==> config.mk <==
export PLATFORM = sky130hd
export DESIGN_NAME = uart_fifo_tx
export DESIGN_NICKNAME = d
export VERILOG_FILES = /design/src/rtl/uart_fifo_tx.sv
export SDC_FILE = /design/constraint.sdc
export NUM_CORES = 1
export LEC_CHECK = 0
export BUFFER_PORTS_ARGS = -buffer_cell sky130_fd_sc_hd__buf_4
export CAP_MARGIN = 30
export CORE_ASPECT_RATIO = 0.9
export CORE_UTILIZATION = 65
export CTS_CLUSTER_DIAMETER = 60
export DETAILED_ROUTE_END_ITERATION = 16
export PLACE_DENSITY = 0.95
export SETUP_SLACK_MARGIN = 0.15
export SLEW_MARGIN = 40
export SYNTH_ARGS = -nofsm -noshare
export SYNTH_HDL_FRONTEND = slang
export SYNTH_SLANG_ARGS = --single-unit
export TNS_END_PERCENT = 50
==> constraint.sdc <==
create_clock -name CLK -period 11.3 [get_ports CLK]
set_clock_uncertainty 0.05 [all_clocks]
set_input_delay 2.26 -clock CLK [delete_from_list [all_inputs] [get_ports CLK]]
set_output_delay 2.26 -clock CLK [all_outputs]
set_load 0.02 [all_outputs]
==> src/rtl/uart_fifo_tx.sv <==
// uart_fifo_tx
//   Bit-serial UART transmitter draining the 6551 output FIFO onto a physical
//   TXD pin. Frame format (bitrate, data bits, parity, stop bits) comes from
//   the serial status word and is latched once per frame. Baud timing uses a
//   fractional accumulator that issues half-bit ticks.
//
// Ports
//   CLK                        system clock
//   RESET_N                    asynchronous active-low reset
//   ENABLE                     1 = new frames may start
//   serial_data_out_available  FIFO used count (nonzero = byte present)
//   serial_data_out            FIFO head byte
//   serial_status_out          format word (bitrate bytes, databits, parity, stopbits)
//   serial_strobe_out          one-CLK pop pulse to the FIFO
//   CTS                        clear to send, sampled in IDLE only
//   TXD                        registered serial output, idle high
//   BUSY                       high whenever not IDLE
//   FRAME_DONE                 one-CLK pulse on the last CLK of the stop period
module uart_fifo_tx #(
    parameter int unsigned CLK_HZ = 32000000,
    parameter int unsigned ACC_W  = 32
) (
    input  logic        CLK,
    input  logic        RESET_N,
    input  logic        ENABLE,
    input  logic [7:0]  serial_data_out_available,
    input  logic [7:0]  serial_data_out,
    input  logic [31:0] serial_status_out,
    output logic        serial_strobe_out,
    input  logic        CTS,
    output logic        TXD,
    output logic        BUSY,
    output logic        FRAME_DONE
);

    typedef enum logic [2:0] {
        S_IDLE,
        S_LOAD,
        S_START,
        S_DATA,
        S_PARITY,
        S_STOP
    } state_t;

    state_t           state, state_d;
    logic [ACC_W-1:0] acc, acc_d;
    logic [ACC_W:0]   acc_sum;
    logic             tick;
    logic [7:0]       shreg, shreg_d;
    logic             par, par_d;
    logic [2:0]       half, half_d;
    logic [2:0]       bitcnt, bitcnt_d;
    logic             txd_d;

    // live decode of the format word
    logic [23:0]      rate_live;
    logic [3:0]       dbits_live;
    logic             par_en_live, par_odd_live;
    logic [2:0]       stop_live;

    // format frozen for the duration of a frame
    logic [23:0]      rate_q;
    logic [3:0]       dbits_q;
    logic             par_en_q, par_odd_q;
    logic [2:0]       stop_ticks_q;

    assign rate_live = {serial_status_out[15:8], serial_status_out[23:16], serial_status_out[31:24]};

    always_comb begin
        case (serial_status_out[7:4])
            4'd5, 4'd6, 4'd7, 4'd8: dbits_live = serial_status_out[7:4];
            default:                dbits_live = 4'd8;
        endcase
        par_en_live  = (serial_status_out[3:2] == 2'd1) || (serial_status_out[3:2] == 2'd2);
        par_odd_live = (serial_status_out[3:2] == 2'd1);
        case (serial_status_out[1:0])
            2'd0:    stop_live = 3'd2;
            2'd1:    stop_live = 3'd3;
            default: stop_live = 3'd4;
        endcase
    end

    // half-bit tick: acc accumulates 2*bitrate per CLK and wraps at CLK_HZ
    assign acc_sum = {1'b0, acc} + (ACC_W+1)'({rate_q, 1'b0});
    assign tick    = (acc_sum >= (ACC_W+1)'(CLK_HZ));

    // state and datapath registers
    always_ff @(posedge CLK or negedge RESET_N) begin
        if (!RESET_N) begin
            state  <= S_IDLE;
            acc    <= '0;
            shreg  <= '0;
            par    <= 1'b0;
            half   <= '0;
            bitcnt <= '0;
            TXD    <= 1'b1;
        end else begin
            state  <= state_d;
            acc    <= acc_d;
            shreg  <= shreg_d;
            par    <= par_d;
            half   <= half_d;
            bitcnt <= bitcnt_d;
            TXD    <= txd_d;
        end
    end

    always_ff @(posedge CLK or negedge RESET_N) begin
        if (!RESET_N) begin
            rate_q       <= '0;
            dbits_q      <= 4'd8;
            par_en_q     <= 1'b0;
            par_odd_q    <= 1'b0;
            stop_ticks_q <= 3'd2;
        end else if (state == S_LOAD) begin
            rate_q       <= rate_live;
            dbits_q      <= dbits_live;
            par_en_q     <= par_en_live;
            par_odd_q    <= par_odd_live;
            stop_ticks_q <= stop_live;
        end
    end

    // next-state and next-datapath logic
    always_comb begin
        state_d  = state;
        acc_d    = acc;
        shreg_d  = shreg;
        par_d    = par;
        half_d   = half;
        bitcnt_d = bitcnt;
        case (state)
            S_IDLE: begin
                if (ENABLE && CTS && (serial_data_out_available != 8'd0) && (rate_live != 24'd0))
                    state_d = S_LOAD;
            end
            S_LOAD: begin
                acc_d    = '0;
                shreg_d  = serial_data_out;
                par_d    = 1'b0;
                half_d   = '0;
                bitcnt_d = '0;
                state_d  = S_START;
            end
            default: begin
                acc_d = tick ? ACC_W'(acc_sum - (ACC_W+1)'(CLK_HZ)) : acc_sum[ACC_W-1:0];
                if (tick) begin
                    case (state)
                        S_START: begin
                            if (half == 3'd1) begin
                                half_d  = '0;
                                state_d = S_DATA;
                            end else begin
                                half_d = half + 3'd1;
                            end
                        end
                        S_DATA: begin
                            if (half == 3'd1) begin
                                half_d   = '0;
                                shreg_d  = shreg >> 1;
                                par_d    = par ^ shreg[0];
                                bitcnt_d = bitcnt + 3'd1;
                                if (({1'b0, bitcnt} + 4'd1) == dbits_q)
                                    state_d = par_en_q ? S_PARITY : S_STOP;
                            end else begin
                                half_d = half + 3'd1;
                            end
                        end
                        S_PARITY: begin
                            if (half == 3'd1) begin
                                half_d  = '0;
                                state_d = S_STOP;
                            end else begin
                                half_d = half + 3'd1;
                            end
                        end
                        S_STOP: begin
                            if (half == stop_ticks_q - 3'd1) begin
                                half_d  = '0;
                                state_d = S_IDLE;
                            end else begin
                                half_d = half + 3'd1;
                            end
                        end
                        default: state_d = S_IDLE;
                    endcase
                end
            end
        endcase
    end

    // outputs; TXD is registered from the upcoming state so the start bit
    // appears the CLK right after the pop strobe
    always_comb begin
        serial_strobe_out = (state == S_LOAD);
        BUSY              = (state != S_IDLE);
        FRAME_DONE        = (state == S_STOP) && tick && (half == stop_ticks_q - 3'd1);
        case (state_d)
            S_START:  txd_d = 1'b0;
            S_DATA:   txd_d = shreg_d[0];
            S_PARITY: txd_d = par_d ^ par_odd_q;
            default:  txd_d = 1'b1;
        endcase
    end

endmodule

## Yosys cells after proc, flatten, opt, wreduce, memory -nomap -nowiden

Cells that the tools add are included.

| word-level totals | value |
|---|---|
| flip-flop bits (word level) | 84 |
| bits of input ports | 52 |
| output and inout bits | 4 |
| logic and storage cells | 92 |

| cells by class | value |
|---|---|
| $add $sub $neg | 6 |
| order comparisons | 1 |
| eq/ne operators | 18 |
| multiplexer cells | 32 |
| bitwise operators | 3 |
| reduce and logical (&&, ||, !) cells | 19 |

Operators by type and width:

| kind | count |
|---|---|
| one-hot mux 32 bit (2 select lines) | 1 |
| two-way mux 3 bit | 13 |
| adder 32 x 25 -> 33 bit | 1 |
| greater-or-equal comparator 33 x 25 -> 1 bit, second input constant | 1 |
| two-way mux 32 bit | 1 |
| subtractor 32 x 25 -> 32 bit, second input constant | 1 |
| one-hot mux 3 bit (2 select lines) | 5 |
| two-way mux 8 bit | 3 |
| nonzero test 24 bit | 1 |
| one-hot mux 8 bit (2 select lines) | 1 |
| equality test 3 x 2 -> 1 bit, second input constant | 4 |
| equality test 4 x 3 -> 1 bit, second input constant | 3 |
| one-hot mux 3 bit (4 select lines) | 1 |
| equality test 3 bit, second input constant | 3 |
| nonzero test 8 bit | 1 |
| adder 3 x 1 -> 3 bit, second input constant | 2 |
| equality test 3 x 1 -> 1 bit, second input constant | 2 |
| nonzero test 2 bit | 3 |
| nonzero test 3 bit | 2 |
| logical AND 1 bit | 5 |
| adder 3 x 1 -> 4 bit, second input constant | 1 |
| equality test 2 x 1 -> 1 bit, second input constant | 2 |
| equality test 4 bit | 1 |
| equality test 4 bit, second input constant | 1 |
| 16 further kinds | 20 |

## Depth between registers and ports, before layout

| logic depth | value |
|---|---|
| word-level depth | 9 |
| mapped depth | 19 |

## Least setup slack after synthesis

OpenSTA, ideal clock, no wires.

| timing | value |
|---|---|
| path kind | reg-to-output |
| start point | register acc[1] |
| end point | output FRAME_DONE |
| arrival | 3.701 ns |
| data required time | 8.990 ns |
| setup slack | 5.289 ns |
| cell stages (with the launch flop) | 18 |
| cells stage by stage | dfrtp_1 ha_1 inv_1 fa_1 nand2b_1 a211oi_4 o21ai_0 a211oi_1 inv_1 ha_1 o2111ai_1 o211a_1 o211ai_1 o211ai_2 o21a_2 nor2_4 buf_6 nor3b_1 |

| between the ends | value |
|---|---|
| longest elaborated chain between the ends | 4 |

RTL lines:

| element | line | RTL |
|---|---|---|
| from (decl) | 46 | `logic [ACC_W-1:0] acc, acc_d;` |
| from (signal assigned) | 91 | `acc <= '0;` |
| from (signal assigned) | 99 | `acc <= acc_d;` |
| adder 32 x 25 -> 33 bit | 84 | `assign acc_sum = {1'b0, acc} + (ACC_W+1)'({rate_q, 1'b0});` |
| greater-or-equal comparator 33 x 25 -> 1 bit | 85 | `assign tick = (acc_sum >= (ACC_W+1)'(CLK_HZ));` |
| logical AND 1 bit (2 in series) | 197 | `FRAME_DONE = (state == S_STOP) && tick && (half == stop_ticks_q - 3'd1);` |
| to (decl) | 33 | `output logic FRAME_DONE` |

Every way passes these cells.

## Worst setup path in the final report

| timing | value |
|---|---|
| start point | register rate_q[0] |
| end point | output FRAME_DONE |

| between the ends | value |
|---|---|
| longest elaborated chain between the ends | 4 |

RTL lines:

| element | line | RTL |
|---|---|---|
| from (decl) | 62 | `logic [23:0] rate_q;` |
| from (signal assigned) | 116 | `rate_q <= rate_live;` |
| adder 32 x 25 -> 33 bit | 84 |  |
| greater-or-equal comparator 33 x 25 -> 1 bit | 85 |  |
| logical AND 1 bit (2 in series) | 197 |  |

Every way passes these cells.

==> results.cfg <==
[floorplan]
count_of_pins_on_the_block_boundary = 56
core.rowCount = 33
die-width_um = 104
floorplan.initialDensity = 0.670
core_region_area_um2 = 9080
die_h_um = 93.8
die-area_um2 = 9760

[timing]
timing.final.crit_period_ns = 6.57
fin_crit_sh = 0.582
timing.hold.ws_ns = 0.440
setup-tns-final_ns = 0
max_slew_margin = 0.484
slew_viol_final = 0
report.final.setup_viol = 0
unrepaired_setup_endpoints_after_global_routing = false
worst_pin_slew_ns = 0.767
fmaxAchievable_mhz = 152
final-hold-violation-count = 0

[setup_path]
worstSetupEndpointType = output port
reg2reg_depth = 18
worst_path_max_fanout = 13
startpoint_type = flop
cp_cell_sequence = ha_1 > inv_1 > fa_1 > nand2b_1 > a211oi_4 > o21ai_0 > a211oi_1 > inv_1 > ha_1 > o2111ai_1 > o211a_1 > o211ai_1 > o211ai_2 > o21a_2 > nor2_4 > nor3b_1 > buf_4
path_class = reg2out
worst_endpoint_required_time_ns = 8.99
timing.critical_path.buf_inv = 3
worst_ep_arrival_time_ns = 4.26
cp_depth = 17
slowest_stage = a211oi_1
cp_top_family = compound AO/OA/AOI/OAI gates
crit-reg2reg-capture = TXD
max_stage_delay_ns = 0.43
r2r_slack_ns = 6.69
timing.rr.start = rate_q[0]

[global_route]
number_of_global_route_vias_before_repair = 5414
grt_max_degree = 84
globalRoute.totalOverflow = 0
antenna_found_initial = 0
grt.total_usage = 0.326
grt_pass1_wl_um = 25500

[yosys]
yosysUniqueCellTypes = 85
post-synth-top-area-cell = dfrtp_1
synth-edff-count = 0
post_synth.cell_area_avg_um2 = 8.42
synth_most_common_cell = nand2_1
synthFlopType = dfrtp_1
syn_area_um2 = 6090
synth_warnings = 0
synth.top_cell.area_share = 0.329
mappedNetlistNets = 806
synth_cells = 723
synth.top_cells.by_count = nand2_1 (164), dfrtp_1 (80), o21ai_0 (43), nor2_1 (31), ha_1 (30)
ys_ff_latch = 83
synth_seq_area_share = 0.342
synthArstFlopShare = 1.00
synthTopCellsByArea = dfrtp_1 (33%), nand2_1 (10%), ha_1 (6.2%)

[worst_hold_path]
timing.hold.worst_endpoint = acc[3]
hold_path_class = reg2reg
min_delay_path_depth = 2
hold_path_startpoint = acc[3]

[drt]
dr.pass1.iters = 5
detail_route.vias_per_cell = 6.33
postRouteAntennaNets = 0
routed_wl_um = 15200
drc_markers = 0
route.vias.total = 5599
first_iter_violations = 435
route.detailed.wl_per_inst_um = 17.2

[clock_tree]
number_of_cts_inserted_buffers = 9
ctsHtreeMaxLevel = 3
clock-root-buffer = clkbuf_8
post_cts_hold_buffer_count = 0
clk_path_buf_depth = 2
cts_post_setup_buffers_inserted = 0
worstSkewPairLatency_ns = 0.37
cts_resized = 0
cts_tree = yes
cts.clk_slew.worst_paths_ns = 0.09
clock_sink_count = 83

[layout]
register_cell_area_after_layout_um2 = 2080
stdcell_count = 884
flow.area_growth_from_synthesis_pct = 10.2
n_antenna_cell = 0
final_layout_size_suffix_gt1_frac = 0.165
final_nets = 840
fillers = 648
area_of_combinational_cells_with_multiple_inputs_um2 = 3760

[run_status]
status = completed

[placed_design]
dp.cells = 868
dp_hpwl_um = 11400
portBuffers = 55
place.gp.congestion = 0.938

[flow_run]
drv.max_cap_violation_count = 0
[stage by stage]
step / setup WS (ns) / utilization / cell area [µm²]
2_1_floorplan: 5.29 / - / 6090
3_3_place_gp: 5.34 / 0.718 / 6520
3_5_place_dp: 5.20 / 0.718 / 6520
5_1_grt: 4.40 / 0.738 / 6710
4_1_cts: 4.77 / 0.738 / 6700
6_report: 4.73 / 0.738 / 6710
[worst reg2reg max path, stage by stage, from the launching register on]
cell	delay [ns]
dfrtp_1	0.38
ha_1	0.21
inv_1	0.07
fa_1	0.40
nand2b_1	0.22
a211oi_4	0.31
o21ai_0	0.14
a211oi_1	0.43
inv_1	0.17
ha_1	0.26
o2111ai_1	0.10
o211a_1	0.20
o211ai_1	0.12
o211ai_2	0.16
o21ai_2	0.17
a21oi_2	0.53
o211ai_1	0.22
nor4b_1	0.34
a211oi_2	0.09
[cells in the final DEF (no fill, tap or decap), types with 4 or more instances in the layout]
cell type and instances:
nor4_1 11, a211oi_1 5, and2_1 5, a211oi_2 5
o21ai_2 6, o211a_1 4, nand3_1 18, a22oi_1 8
a21o_1 5, ha_1 30, nor2b_1 7, xor2_1 20
xnor2_1 28, inv_1 20, nor2_1 31, or3_1 4
and3_1 7, nand2_1 164, o21ai_1 12, o21ai_0 43
nand2b_1 5, clkbuf_8 10, nand4_1 13, a21oi_2 5
dfrtp_1 80, nor3_1 9, o21bai_1 5, a22o_1 7
and4_1 5, a21oi_1 29, a31oi_1 5, nand3b_1 12
buf_4 58, o211ai_1 8
[area by class of cell]
type	instances	area share
Inverter	22	0.0123
Sequential cell	83	0.310
Tap cell	122	0.0228
Clock buffer	9	0.0185
Timing Repair Buffer	59	0.0670
Multi-Input combinational cell	582	0.561
Clock inverter	7	0.00840
[state kept, by name, summed over array words and instances (netlist names)]
register / count
par_en_q: 1
dbits_q: 4
rate_q: 24
state: 3
stop_ticks_q: 3
bitcnt: 3
TXD: 1
par: 1
par_odd_q: 1
shreg: 8
half: 3
acc: 31
[how the worst max path moves through the flow]
stage	start	to	slack (ns)
after floorplan	acc[1]	FRAME_DONE	5.29
after global placement	acc[1]	FRAME_DONE	5.34
after detailed placement	rate_q[0]	FRAME_DONE	5.20
after CTS	rate_q[0]	FRAME_DONE	4.77
after global routing	rate_q[0]	FRAME_DONE	4.40
final	rate_q[0]	FRAME_DONE	4.73
[logic make-up (layout without fill, tap and decap cells)]
kind of cell / after synthesis / in the layout / synth area share
DFF: 83 / 83 / 0.342
adders and majority gates: 31 / 31 / 0.0650
and+or+nand+nor: 313 / 313 / 0.252
muxes: 6 / 6 / 0.0105
AOI/OAI and AO/OA: 182 / 182 / 0.216
buffers and inverters: 58 / 97 / 0.0403
xor gates and xnor gates: 50 / 50 / 0.0744
[per-layer routing]
metal  part of all wire  wire length (µm)  vias to the layer above  GRT usage
li1                   -                 -                     2639          -
met1               0.42              6460                     2684      0.418
met2               0.47              7230                      238      0.547
met3              0.074              1130                       38     0.0673
met4              0.028               420                        0      0.120
met5                  0                 0                        -          0
Power is not shown: default switching activity piles up to over one toggle a cycle in this logic, so the estimate is an artifact.
